File: src/rtl/cache_control_nway.sv
// rtl/cache_control_nway.sv - N-way write-back cache controller FSM with burst sequencing and flush walk
module cache_control_nway #(
    parameter int NUM_WAYS  = 4,
    parameter int NUM_SETS  = 8,
    parameter int BURST_LEN = 4,
    localparam int WAY_W    = $clog2(NUM_WAYS),
    localparam int SET_W    = $clog2(NUM_SETS),
    localparam int BEAT_W   = (BURST_LEN > 1) ? $clog2(BURST_LEN) : 1
) (
    input  logic                clk,
    input  logic                rst_n,
    input  logic                mem_read,
    input  logic                mem_write,
    output logic                mem_resp,
    input  logic [NUM_WAYS-1:0] hit,
    input  logic [NUM_WAYS-1:0] valid,
    input  logic [NUM_WAYS-1:0] dirty,
    input  logic [WAY_W-1:0]    plru_way,
    output logic [WAY_W-1:0]    hit_way,
    output logic                plru_update,
    output logic                set_dirty,
    output logic [WAY_W-1:0]    way_sel,
    output logic [BEAT_W-1:0]   beat,
    output logic                wb_rd,
    output logic                alloc_we,
    output logic                alloc_done,
    output logic                clear_dirty,
    input  logic                flush_req,
    output logic                flush_active,
    output logic [SET_W-1:0]    flush_set,
    output logic                flush_done,
    output logic                pmem_read,
    output logic                pmem_write,
    input  logic                pmem_resp
);

    localparam logic [2:0] S_IDLE       = 3'd0;
    localparam logic [2:0] S_WRITE_BACK = 3'd1;
    localparam logic [2:0] S_ALLOCATE   = 3'd2;
    localparam logic [2:0] S_FLUSH_SCAN = 3'd3;
    localparam logic [2:0] S_FLUSH_WB   = 3'd4;

    logic [2:0]        state_q, state_d;
    logic [BEAT_W-1:0] beat_q, beat_d;
    logic [WAY_W-1:0]  way_sel_q, way_sel_d;
    logic [SET_W-1:0]  flush_set_q, flush_set_d;
    logic              flush_done_q, flush_done_d;

    logic              req;
    logic              last_beat;
    logic              last_way;
    logic              last_set;
    logic [WAY_W-1:0]  victim;
    logic              advance;

    function automatic logic [WAY_W-1:0] lowest_set(input logic [NUM_WAYS-1:0] v);
        logic [WAY_W-1:0] idx;
        idx = '0;
        for (int i = NUM_WAYS - 1; i >= 0; i--) begin
            if (v[i]) idx = WAY_W'(i);
        end
        return idx;
    endfunction

    assign req       = mem_read | mem_write;
    assign last_beat = (beat_q == BEAT_W'(BURST_LEN - 1));
    assign last_way  = (way_sel_q == WAY_W'(NUM_WAYS - 1));
    assign last_set  = (flush_set_q == SET_W'(NUM_SETS - 1));
    // Fill invalid ways before evicting anything; PLRU only decides among a full set.
    assign victim    = (~valid != '0) ? lowest_set(~valid) : plru_way;

    assign hit_way    = lowest_set(hit);
    assign way_sel    = way_sel_q;
    assign beat       = beat_q;
    assign flush_set  = flush_set_q;
    assign flush_done = flush_done_q;

    always_comb begin
        state_d      = state_q;
        beat_d       = beat_q;
        way_sel_d    = way_sel_q;
        flush_set_d  = flush_set_q;
        flush_done_d = 1'b0;
        advance      = 1'b0;
        mem_resp     = 1'b0;
        plru_update  = 1'b0;
        set_dirty    = 1'b0;
        wb_rd        = 1'b0;
        alloc_we     = 1'b0;
        alloc_done   = 1'b0;
        clear_dirty  = 1'b0;
        flush_active = 1'b0;
        pmem_read    = 1'b0;
        pmem_write   = 1'b0;

        case (state_q)
            S_IDLE: begin
                if (req) begin
                    if (hit != '0) begin
                        mem_resp    = 1'b1;
                        plru_update = 1'b1;
                        set_dirty   = mem_write;
                    end else begin
                        way_sel_d = victim;
                        state_d   = (valid[victim] && dirty[victim]) ? S_WRITE_BACK : S_ALLOCATE;
                    end
                end else if (flush_req) begin
                    state_d     = S_FLUSH_SCAN;
                    flush_set_d = '0;
                    way_sel_d   = '0;
                end
            end
            S_WRITE_BACK, S_FLUSH_WB: begin
                pmem_write   = 1'b1;
                wb_rd        = 1'b1;
                flush_active = (state_q == S_FLUSH_WB);
                if (pmem_resp) begin
                    if (last_beat) begin
                        beat_d = '0;
                        if (state_q == S_WRITE_BACK) begin
                            state_d = S_ALLOCATE;
                        end else begin
                            clear_dirty = 1'b1;
                            advance     = 1'b1;
                        end
                    end else begin
                        beat_d = beat_q + BEAT_W'(1);
                    end
                end
            end
            S_ALLOCATE: begin
                pmem_read = 1'b1;
                alloc_we  = pmem_resp;
                if (pmem_resp) begin
                    if (last_beat) begin
                        alloc_done = 1'b1;
                        beat_d     = '0;
                        state_d    = S_IDLE;
                    end else begin
                        beat_d = beat_q + BEAT_W'(1);
                    end
                end
            end
            S_FLUSH_SCAN: begin
                flush_active = 1'b1;
                if (valid[way_sel_q] && dirty[way_sel_q]) begin
                    state_d = S_FLUSH_WB;
                end else begin
                    advance = 1'b1;
                end
            end
            default: state_d = S_IDLE;
        endcase

        // Way and set wrap together after the final line, leaving both at zero for the next flush.
        if (advance) begin
            state_d   = S_FLUSH_SCAN;
            way_sel_d = way_sel_q + WAY_W'(1);
            if (last_way) begin
                flush_set_d = flush_set_q + SET_W'(1);
                if (last_set) begin
                    state_d      = S_IDLE;
                    flush_done_d = 1'b1;
                end
            end
        end
    end

    always_ff @(posedge clk) begin
        if (!rst_n) begin
            state_q      <= S_IDLE;
            beat_q       <= '0;
            way_sel_q    <= '0;
            flush_set_q  <= '0;
            flush_done_q <= 1'b0;
        end else begin
            state_q      <= state_d;
            beat_q       <= beat_d;
            way_sel_q    <= way_sel_d;
            flush_set_q  <= flush_set_d;
            flush_done_q <= flush_done_d;
        end
    end

endmodule

File: config.mk
export PLATFORM = sky130hd
export DESIGN_NAME = cache_control_nway
export DESIGN_NICKNAME = d
export VERILOG_FILES = /design/src/rtl/cache_control_nway.sv
export SDC_FILE = /design/constraint.sdc
export NUM_CORES = 1
export LEC_CHECK = 0
export ABC_AREA = 1
export ABC_CLOCK_PERIOD_IN_PS = 1200
export BUFFER_PORTS_ARGS = -buffer_cell sky130_fd_sc_hd__buf_4
export CAP_MARGIN = 10
export CORE_AREA = 8 8 56 58
export CTS_CLUSTER_SIZE = 14
export DETAILED_ROUTE_END_ITERATION = 8
export DIE_AREA = 0 0 64 66
export PLACE_DENSITY = 0.82
export SLEW_MARGIN = 15
export SYNTH_ARGS = -nofsm -noshare
export SYNTH_HDL_FRONTEND = slang
export SYNTH_SLANG_ARGS = --single-unit
File: constraint.sdc
create_clock -name clk -period 1.2 [get_ports clk]
set_input_delay 0.24 -clock clk [delete_from_list [all_inputs] [get_ports clk]]
set_output_delay 0.24 -clock clk [all_outputs]
set_load 0.03 [all_outputs]
After elaboration in Yosys (flattened, before gate mapping)
Index checks and enable logic that the tools add are counted.
{"block": "totals", "in_bits": 20, "n_memories": 0, "register_bits": 11, "latch_bits": 0, "romBits": 0, "ram_bits": 0}
{"block": "op_classes", "shift": 0, "n_addsub": 3, "n_lt_le_gt_ge": 2, "bitwise_logic": 2, "muxes": 62, "n_div": 0, "n_eq_ne": 16, "mul": 0, "reduce_logical": 13}
{"op": "$mux 3", "n": 15}
{"op": "$mux 2", "n": 18}
{"op": "$mux 1", "n": 22}
{"op": "$ne 3x3->1 const B", "n": 7}
{"op": "$pmux 3 s4", "n": 1}
{"op": "$bmux 1 s2", "n": 4}
{"op": "$ne 4x4->1 const B", "n": 2}
{"op": "$reduce_and 8->1", "n": 1}
{"op": "$reduce_bool 4->1", "n": 2}
{"op": "$eq 3x2->1 const B", "n": 2}
{"op": "$eq 3x3->1 const B", "n": 2}
{"op": "$lt 2x3->1 const B", "n": 2}
{"op": "$reduce_and 3->1", "n": 2}
{"op": "$add 2x1->2 const B", "n": 2}
{"op": "$eq 2x2->1 const B", "n": 2}
{"op": "$not 4->4", "n": 1}
{"op": "$pmux 1 s2", "n": 2}
{"op": "$add 3x1->3 const B", "n": 1}
{"op": "$eq 3x1->1 const B", "n": 1}
{"op": "$logic_not 3->1", "n": 1}
{"op": "$reduce_bool 3->1", "n": 1}
{"op": "$reduce_or 3->1", "n": 1}
{"op": "$logic_and 1x1->1", "n": 2}
{"op": "$reduce_and 2->1", "n": 1}
{"op": "3 further kinds", "n": 3}

Logic depth before layout (Yosys ltp)
Gate-level depths: netlist of the first run.
{"block": "depth", "depth_word": 14, "ltp_mapped": 12, "mapped_depth_nobuf": 12}

Least setup slack after synthesis of the first run
No wires, ideal clock.
{"block": "synth_path", "path_type": "register to register", "startpoint": "register beat_q[0], in the netlist beat[0]", "endpoint": "register flush_set_q[0], in the netlist flush_set[0]", "path_slack_ps": -469, "path_stages_with_launch": 9, "synth_period_minus_slack_ps": 1669, "required_time_ps": 1066, "arrival_time_ps": 1535, "setup_ps": 134, "path_buffers": 0, "path_cell_list": "dfxtp_1 > ha_1 > nand2_1 > nor2_4 > inv_2 > nand2_2 > nand2_1 > nand2_1 > a211oi_2"}
{"block": "synth_between", "elab_chain_cells": 5}
{"element": "from (decl)", "line": "44", "rtl": "logic [BEAT_W-1:0] beat_q, beat_d;"}
{"element": "from (signal assigned)", "line": "178", "rtl": "beat_q <= beat_d;"}
{"element": "$eq 2x2->1", "line": "66", "rtl": "assign last_beat = (beat_q == BEAT_W'(BURST_LEN - 1));"}
{"element": "$mux 1", "line": "118", "rtl": "if (last_beat) begin"}
{"element": "$mux 1", "line": "117", "rtl": "if (pmem_resp) begin"}
{"element": "$pmux 1 s2", "line": "96", "rtl": "case (state_q)"}
{"element": "$mux 3", "line": "156", "rtl": "if (advance) begin"}
{"element": "to (signal assigned)", "line": "180", "rtl": "flush_set_q <= flush_set_d;"}
{"element": "to (decl)", "line": "46", "rtl": "logic [SET_W-1:0] flush_set_q, flush_set_d;"}
No other way between the ends.
A chain may end at the register's enable or synchronous reset.

Final worst setup path of the first run
{"block": "layout_path", "startpoint": "register state_q[1]", "endpoint": "register way_sel_q[0], in the netlist way_sel[0]"}
{"block": "layout_between", "elab_chain_cells": 7, "word_cells_on_any_way": 14, "classes_between": "eq/ne: 4; mux: 5; reduce/logical: 5"}
{"element": "from (decl)", "line": "43", "rtl": "logic [2:0] state_q, state_d;"}
{"element": "from (signal assigned)", "line": "177", "rtl": "state_q <= state_d;"}
{"element": "$eq 3x1->1", "line": "96, 120"}
{"element": "$mux 1", "line": "120", "rtl": "if (state_q == S_WRITE_BACK) begin"}
{"element": "$mux 1", "line": "118"}
{"element": "$mux 1", "line": "117"}
{"element": "$pmux 1 s2", "line": "96"}
{"element": "$ne 3x3->1 (no line) (tied with other cells)"}
{"element": "$reduce_and 3->1 (no line)"}
{"element": "to (signal assigned)", "line": "179", "rtl": "way_sel_q <= way_sel_d;"}
{"element": "to (decl)", "line": "45", "rtl": "logic [WAY_W-1:0] way_sel_q, way_sel_d;"}
Several ways; a longest one is shown, not always the timed one.

==> summary.txt, run 1 <==
Setup path
  – WP data arrival: 1710 ps
  – Setup crit end kind: flip-flop
  – Worst setup SP type: flip-flop
  – Req. time, crit path: 1400 ps
  – CP Max Fanout: 4
  – R2R cell count: 9
  – Worst path slowest cell: dfxtp_4
  – Reg2Reg Setup Slack: -310 ps
  – Critical-path cell list: nor2_4, nand2_2, inv_2, buf_4, buf_4, nand4_1, o22ai_1, a21oi_1, nor2_1
  – Reg-to-Reg Start: state_q[1]
  – Most common cell on crit path: buf_4
  – Crit path largest cell delay: 360 ps
  – WP buf/inv: 3
  – Crit path max-delay family: simple AND/OR/NAND/NOR gates
  – Worst Setup Path Type: reg -> reg
  – Worst R2R End: way_sel[0]

GRT
  – Number of global-route vias before repair: 1181
  – Initial antenna violation count: 0
  – GRT Total Usage: 0.150
  – Met1 usage: 0.154
  – GRT Max-Usage Layer: met2
  – Met3 Use GR: 0.0237
  – GRT overflow: 0
  – First-pass GRT wire length: 5240 um
  – Met2 Use GR: 0.300
  – Largest net degree at the start of global routing: 8

Logic synthesis
  – Synth top area share: 0.250
  – Top post-synthesis cells by area: dfxtp_1 25%, nand2_1 14%, nand3_1 7.9%, inv_1 6.4%, ha_1 5.7%
  – Post-synthesis sequential area ratio: 0.250
  – Largest area contributor in the netlist: dfxtp_1
  – Syn Std Cell Area: 882 sq um
  – Syn Area/Cell: 6.35 sq um
  – Yosys warns: 0
  – Syn Nets: 163
  – #FFs+latches synth: 11
  – Synthesized instance count: 139
  – Distinct cell type count after synthesis: 26

Layout
  – Fillers: 166
  – P&R area growth vs syn: 94.8%
  – Post-layout instance area: 1720 sq um
  – Final #Nets: 232
  – Share of layout cells above drive strength 1: 0.633
  – Post-Route Utilization: 0.741
  – Fin cells: 237
  – Number of diodes: 0

STA
  – Setup Skew: 2.59 ps
  – Unrepaired setup endpoints after global routing: true
  – Final hold viol count: 0
  – Final Cycle Share: 1.26
  – Worst-Margin Slew: 290 ps
  – Final max-slew violation count: 0
  – Crit path time final: 1510 ps
  – Final WS setup: -306 ps
  – Setup TNS: -3890 ps
  – Relative slew slack: 0.806
  – Max Fclk: 0.664 GHz
  – Finish-stage setup viols: 18

Drt
  – Via density: 4.92
  – Post-route DRC: 0
  – WL/cell: 14.3 um
  – Routed WL: 3380 um
  – First-pass DRT Iterations: 4
  – Initial DRC Count: 38
  – Routed via count: 1167
  – Antenna-violating nets left: 0

Die
  – Die ar.: 4220 sq um
  – Row cnt: 18
  – Core area: 2320 sq um
  – Starting density of the core: 0.380
  – Overall die height: 66 um
  – Ports: 40
  – Die width: 64 um

Hold path
  – Min-delay src: rst_n
  – Worst Hold End: way_sel[1]
  – Hold WC Path Type: in -> reg
  – Worst hold path cell count: 3

Outcome
  – Outcome: complete, but fails checks
  – Failing checks: setup timing

Clock tree
  – CTS H-tree depth: 1
  – # clock sinks: 11
  – Root Buffer: clkbuf_4
  – CTS buffer count: 3
  – Clock latency on the worst-skew pair: 270 ps
  – Worst-path clk slew: 70 ps
  – CTS tree: yes
  – Clk buf depth: 2

Placement
  – Cells after DPL: 225
  – DPL Wire Length: 2340 um
  – Final GP Congestion: 0.854
  – Port buffer count: 39
  – Placed cell areas: 1420 sq um

Run
  – Max-Cap Viols: 0

Power and ir drop
  – Leak: 0.878 nW
  – IR Drop Worst-Case VDD: 1.50 mV
  – Power Density: 1830 nW/um^2
==> synthesized netlist by cell type <==
cell,n
nor3_1,2
a21oi_1,8
o211ai_1,2
ha_1,4
nand2_2,7
or2_4,1
nand2_1,33
and3_1,1
nor2_4,2
nand4_1,2
nor3_2,1
a211oi_1,1
dfxtp_1,11
inv_1,15
o21ai_1,2
o21a_1,1
o22ai_1,1
a21oi_2,3
nor2_1,9
o211a_1,1
nand3_1,14
buf_4,2
a211oi_2,1
inv_2,11
nor2_2,2
o21ai_0,2
==> flip-flops by register name, indices dropped and copies added (netlist names) <==
| name | count |
|---|---|
| flush_done | 1 |
| way_sel | 2 |
| state_q | 3 |
| beat | 2 |
| flush_set | 3 |
==> layout by cell type (no fill, tap or decap), types with 3 or more instances in the layout <==
cell type  count
nand2_4        6
a21oi_1        5
buf_4         49
inv_1         12
ha_1           3
dfxtp_4        5
o21ai_1        3
nor2_4         6
clkbuf_4       3
nand2_1       29
a21oi_2        5
inv_2          9
nand3_2        6
inv_4          4
buf_6         17
nand3_1        6
nand2_2        4
dfxtp_2        4
nor2_1         6
==> worst max-delay path by stage <==
stage	start	endpoint	slack [ps]	depth (start not counted)
finish	state_q[1]	way_sel[0]	-310	9
global route	state_q[0]	way_sel[0]	-370	9
CTS	state_q[0]	plru_update	-250	6
detailed placement	state_q[0]	way_sel[0]	-300	8
global placement	state_q[0]	way_sel[0]	-200	8
floorplan	beat[1]	way_sel[1]	-170	9
==> area by class of cell <==
type                    count  area (sq um)  share of cell area
repair buffers             66           559               0.326
multi-input cells         100           738               0.430
inverters                  26           113              0.0655
flip-flops and latches     11           244               0.142
clock buffers               4          26.3              0.0153
well taps                  30          37.5              0.0218
==> tightest hold or removal path: stages <==
cell and delay, ps:
buf_4 110, nand2_1 60, inv_1 50
==> metrics by stage <==
stage / setup slack, ps / hold WS, ps / power, mW
3_3_place_gp: -201 / 450 / 2.20
4_1_cts: -247 / 203 / 2.91
5_1_grt: -373 / 231 / 3.34
2_1_floorplan: -166 / 338 / 1.64
3_5_place_dp: -304 / 461 / 2.25
6_report: -306 / 218 / 3.15
==> routing by layer <==
| layer | vias to the layer above | wire (um) |
|---|---|---|
| li1 | 582 | - |
| met1 | 543 | 1310 |
| met2 | 33 | 1880 |
| met3 | 9 | 142 |
| met4 | 0 | 58 |
| met5 | - | 0 |
==> power by group <==
group	switching (mW)	leakage, nW	internal, mW
registers	0.103	0.0949	0.464
clock network	0.124	0.0150	0.129
logic	1.27	0.768	1.06
==> cells by family (layout without fill, tap and decap cells) <==
group	after synthesis	in the layout	synth area share
flops	11	11	0.250
buf+inv	28	96	0.128
simple gates	74	74	0.401
fa+ha+maj	4	4	0.0567
compound gates	22	22	0.165
==> timing repair <==
action                                  in CTS  in global routing
hold buffers                                 0                  0
endpoints found under the setup margin      20                 21
gates resized for setup                     46                 11
buffers inserted                             7                  1
pin swaps                                   10                  6
Power figures use the tool's default switching activity.
==> run 2, diff against run 1 <==
Settings changed: REMOVE_ABC_BUFFERS from default to 1.
==> run 2 against run 1 <==
  * The run still ends with setup timing left
  * Clock power shrank 2%
  * Count of clock-buffer cells in the layout shrank 1
  * Combinational power shrank 5%
  * Worst hold slack lost 13 ps
  * Utilization shrank 2.5 points
  * Clock skew shrank 2.2 ps
  * Die area is the same
  * Largest cell class unchanged
  * Largest power group unchanged
==> summary.txt, run 2 (synthesized netlist as in run 1, its figures left out) <==
Clock tree
  – # clock sinks: 11
  – Root Buffer: clkbuf_4
  – CTS H-tree depth: 1
  – CTS buffer count: 3
  – Clk buf depth: 2
  – CTS tree: yes
  – Clock latency on the worst-skew pair: 270 ps
  – Worst-path clk slew: 70 ps

Layout
  – P&R area growth vs syn: 88.2%
  – Commonest non-fill, non-tap cell in the layout: buf_4
  – Final #Nets: 235
  – Most frequent cells in the layout: 55 x buf_4, 29 x nand2_1, 14 x buf_6, 13 x inv_1, 10 x inv_2
  – Share of layout cells above drive strength 1: 0.605
  – Post-layout instance area: 1660 sq um
  – Number of diodes: 0
  – Post-Route Utilization: 0.716
  – Fin cells: 240

GRT
  – GRT Total Usage: 0.136
  – First-pass GRT wire length: 4800 um
  – Initial antenna violation count: 0
  – Number of global-route vias before repair: 1125
  – Largest net degree at the start of global routing: 9
  – GRT overflow: 0

Setup path
  – Crit path max-delay family: flip-flops
  – WP buf/inv: 4
  – Critical-path cell list: nor2_4, nand2_2, inv_2, nand3_2, inv_2, buf_6, buf_6
  – CP Max Fanout: 3
  – Worst setup SP type: flip-flop
  – Req. time, crit path: 960 ps
  – Worst path slowest cell: dfxtp_4
  – Worst Setup Path Type: reg -> out
  – Setup crit end kind: output pin
  – Crit path largest cell delay: 360 ps
  – WP data arrival: 1240 ps

STA
  – Crit path time final: 1480 ps
  – Finish-stage setup viols: 20
  – Setup TNS: -3270 ps
  – Final WS setup: -279 ps
  – Final max-slew violation count: 0
  – Setup Skew: 0.364 ps
  – Max Fclk: 0.676 GHz
  – Hold WS: 205 ps
  – Worst-Margin Slew: 305 ps
  – Unrepaired setup endpoints after global routing: true
  – Relative slew slack: 0.794
  – Final Cycle Share: 1.23
  – Final hold viol count: 0

Power and ir drop
  – P_sw: 1.41 mW
  – Gate power share: 0.734
  – Clock power share: 0.082
  – Power Density: 1820 nW/um^2
  – Sequential power share: 0.184
  – IR Drop Worst-Case VDD: 1.78 mV
  – Internal power: 1.61 mW
  – Switching Share: 0.467
  – Leak: 0.876 nW
  – Pwr Total: 3.03 mW

Drt
  – Initial DRC Count: 27
  – Routed via count: 1132
  – Via density: 4.72
  – Routed WL: 3020 um
  – First-pass DRT Iterations: 4
  – Post-route DRC: 0
  – Antenna-violating nets left: 0
  – WL/cell: 12.6 um

Die
  – Starting density of the core: 0.380
  – Die ar.: 4220 sq um
  – Row cnt: 18
  – Ports: 40
  – Die width: 64 um
  – Overall die height: 66 um
  – Core area: 2320 sq um

Run
  – Max-Cap Viols: 0

Placement
  – Final GP Congestion: 0.846
  – Cells after DPL: 233
  – Placed cell areas: 1400 sq um
  – DPL Wire Length: 2110 um
  – Pre-CTS setup slack: -173 ps
  – Port buffer count: 39

Hold path
  – Hold WC Path Type: in -> reg

Outcome
  – Failing checks: setup timing
  – Outcome: complete, but fails checks
-- run 2: cell count changes in the layout (fill, tap and decap cells not counted), moves of 2 or more --
cell,previous run,this run
a21oi_1,5,7
a21oi_2,5,3
buf_4,49,55
buf_6,17,14
dfxtp_1,2,5
dfxtp_2,4,2
nand2_2,4,8
nand2_4,6,3
nand3_1,6,8
-- run 2: worst paths after layout --
check | from | endpoint | slack, ps | depth (start not counted)
setup reg to reg | state_q[1] | state_q[0] | -160 | 9
hold reg to reg | flush_set[2] | flush_set[2] | 500 | 2
hold / removal | rst_n | way_sel[1] | 210 | 3
setup / recovery | state_q[1] | mem_resp | -280 | 7
-- run 2: repair_timing --
action,in CTS,in global routing
setup buffers,4,0
setup endpoints to repair,22,21
hold buffers,0,0
hold endpoints to repair,0,0
pin swaps,8,5
resized for setup,40,18
-- run 2: per-layer routing --
layer  global-route usage  vias up  routed length (um)
met5                    0        -                   0
met1                0.155      507                1290
met2                0.248       30                1540
met4               0.0334        0                  50
li1                     -      591                   -
met3               0.0322        4                 144
-- run 2: layout make-up --
class,instances,area (sq um)
well taps,30,37.5
flip-flops and latches,11,238
clock buffers,3,22.5
repair buffers,69,571
inverters,26,105
fillers,177,659
clock inverters,1,5.00
multi-input cells,100,682
-- run 2: worst reg2reg max path, stage by stage, from the launching register on --
cell and delay (ps):
dfxtp_4 380, inv_2 70, nand3_1 120, nand2_2 80
inv_2 70, nand2_2 60, a21oi_2 140, nand2_2 90
a21oi_4 150, a21oi_2 90
-- run 2: power groups by stage --
stage,logic [mW],registers [mW],clock network (mW)
after global routing,2.37,0.563,0.276
after CTS,2.06,0.547,0.262
after floorplan,0.916,0.548,0
final,2.22,0.557,0.248
after detailed placement,1.70,0.495,0
after global placement,1.69,0.491,0
==> run 3, diff against run 2 <==
Settings changed: CORE_AREA 8 8 56 58 to 8 8 71 73, DIE_AREA 0 0 64 66 to 0 0 79 81, PLACE_DENSITY 0.82 to 0.57.
==> run 3 against run 2 <==
  * The flow still finishes with violations (setup timing)
  * Power is 2.3% higher
  * Die area is 51% higher
  * Clock skew up 6.8 ps
  * Utilization is 28 points lower
  * Sequential share of layout area shrank 0.43 points
  * Sequential power rose by 0.9%
  * First-iteration DRC count is 3.7% higher
  * Worst hold slack improved by 35 ps
  * Combinational power fell by 2%
  * Via count down 4.4%
  * Highest routed layer unchanged
==> summary.txt, run 3 (synthesized netlist as in run 1, its figures left out) <==
Outcome
  – Outcome: complete, but fails checks
  – Failing checks: setup timing

Layout
  – P&R area growth vs syn: 94.0%
  – Commonest non-fill, non-tap cell in the layout: buf_4
  – Fillers: 402
  – Final #Nets: 237
  – Post-layout instance area: 1710 sq um
  – Fin cells: 262
  – Number of diodes: 0
  – Most frequent cells in the layout: 58 x buf_4, 28 x nand2_1, 13 x buf_6, 12 x inv_1
  – Share of layout cells above drive strength 1: 0.599

Drt
  – Routed via count: 1082
  – Met2 WL post-DR: 1370 um
  – Wire length on met1: 1270 um
  – Via density: 4.13
  – WL met3: 159 um
  – Max layer used: met4
  – WL/cell: 10.7 um
  – Initial DRC Count: 28
  – Post-route DRC: 0
  – Antenna-violating nets left: 0
  – Routed WL: 2810 um
  – First-pass DRT Iterations: 3

Placement
  – DPL Wire Length: 2250 um
  – Final GP Congestion: 0.776
  – Port buffer count: 39
  – Placed cell areas: 1430 sq um
  – Cells after DPL: 254

Setup path
  – Setup crit end kind: output pin
  – Worst path slowest cell: dfxtp_4
  – Worst Setup Path Type: reg -> out
  – Crit path largest cell delay: 360 ps
  – Req. time, crit path: 960 ps
  – WP data arrival: 1170 ps
  – Crit path max-delay family: flip-flops
  – Worst setup SP type: flip-flop
  – CP Max Fanout: 3
  – WP buf/inv: 4
  – Critical-path cell list: nor2_4, nand2_2, inv_2, nand3_2, inv_2, buf_6, buf_6

STA
  – Final hold viol count: 0
  – Unrepaired setup endpoints after global routing: true
  – Relative slew slack: 0.790
  – Hold WS: 240 ps
  – Final WS setup: -208 ps
  – Setup TNS: -2290 ps
  – Finish-stage setup viols: 17
  – Final max-slew violation count: 0
  – Max Fclk: 0.710 GHz
  – Crit path time final: 1410 ps
  – Worst-Margin Slew: 312 ps
  – Final Cycle Share: 1.17
  – Setup Skew: 7.19 ps

Power and ir drop
  – IR Drop Worst-Case VDD: 0.886 mV
  – Pwr Total: 3.10 mW
  – Power Density: 1810 nW/um^2
  – Clock power share: 0.116
  – Sequential power share: 0.181
  – Gate power share: 0.702
  – Internal power: 1.72 mW
  – Leak: 0.873 nW
  – Switching Share: 0.446
  – P_sw: 1.38 mW

Clock tree
  – Root Buffer: clkbuf_8
  – CTS buffer count: 3
  – Clk buf depth: 2
  – Worst-path clk slew: 50 ps
  – CTS H-tree depth: 1
  – Clock latency on the worst-skew pair: 230 ps
  – # clock sinks: 11
  – CTS tree: yes
  – CTS Hold Bufs: 0

Hold path
  – Hold WC Path Type: in -> reg

Die
  – Die width: 79 um
  – Core area: 3910 sq um
  – Starting density of the core: 0.225
  – Row cnt: 23
  – Die ar.: 6400 sq um
  – Overall die height: 81 um
  – Ports: 40

GRT
  – GRT Total Usage: 0.0874
  – First-pass GRT wire length: 4690 um
  – Number of global-route vias before repair: 1089
  – GRT overflow: 0
  – Largest net degree at the start of global routing: 9
  – Initial antenna violation count: 0

Run
  – Max-Cap Viols: 0
-- run 3: cell count changes in the layout (fill, tap and decap cells not counted), sizes merged --
| cell | delta |
|---|---|
| buf | +2 |
| clkinv | -1 |
| clkbuf | +1 |
-- run 3: repair_timing --
action | CTS | global route
setup buffers | 4 | 2
pin swaps | 12 | 11
gates cloned | 0 | 0
resized for setup | 37 | 20
setup endpoints to repair | 20 | 21
-- run 3: per-stage QoR --
stage | setup slack [ps] | utilization
global route | -268 | 0.437
floorplan | -469 | -
global placement | -152 | 0.366
CTS | -227 | 0.416
detailed placement | -181 | 0.366
finish | -208 | 0.437
-- run 3: worst register-to-register path, delay by kind of cell (launching register included) --
family	cells	cell delay (ps)
compound gates	3	330
buf+inv	4	260
flops	1	390
simple gates	3	230
-- run 3: metal layers --
layer  GRT usage  vias up
met5           0        -
met1       0.110      468
met4      0.0278        0
met2       0.142       19
met3      0.0232        2
li1            -      593
-- run 3: worst paths after layout --
path                              startpoint            to  slack [ps]  cells after the start
worst max-delay path              state_q[0]      mem_resp        -210                      7
worst min register to register  flush_set[2]  flush_set[2]         500                      2
worst min-delay path                   rst_n    way_sel[1]         240                      3
worst max register to register    state_q[2]    state_q[0]        -140                     10
-- run 3: layout make-up --
class	instances	area (sq um)	share of cell area
Inverter	26	105	0.0614
Timing Repair Buffer	71	582	0.340
Multi-Input combinational cell	100	679	0.397
Tap cell	50	62.6	0.0365
Clock buffer	4	45.0	0.0263
Sequential cell	11	238	0.139
-- run 3: power groups by stage --
stage | combinational [mW] | sequential (mW) | clock, mW
after floorplan | 0.916 | 0.548 | 0
after CTS | 2.02 | 0.556 | 0.372
after global routing | 2.35 | 0.571 | 0.395
final | 2.17 | 0.562 | 0.360
after global placement | 1.72 | 0.493 | 0
after detailed placement | 1.72 | 0.497 | 0
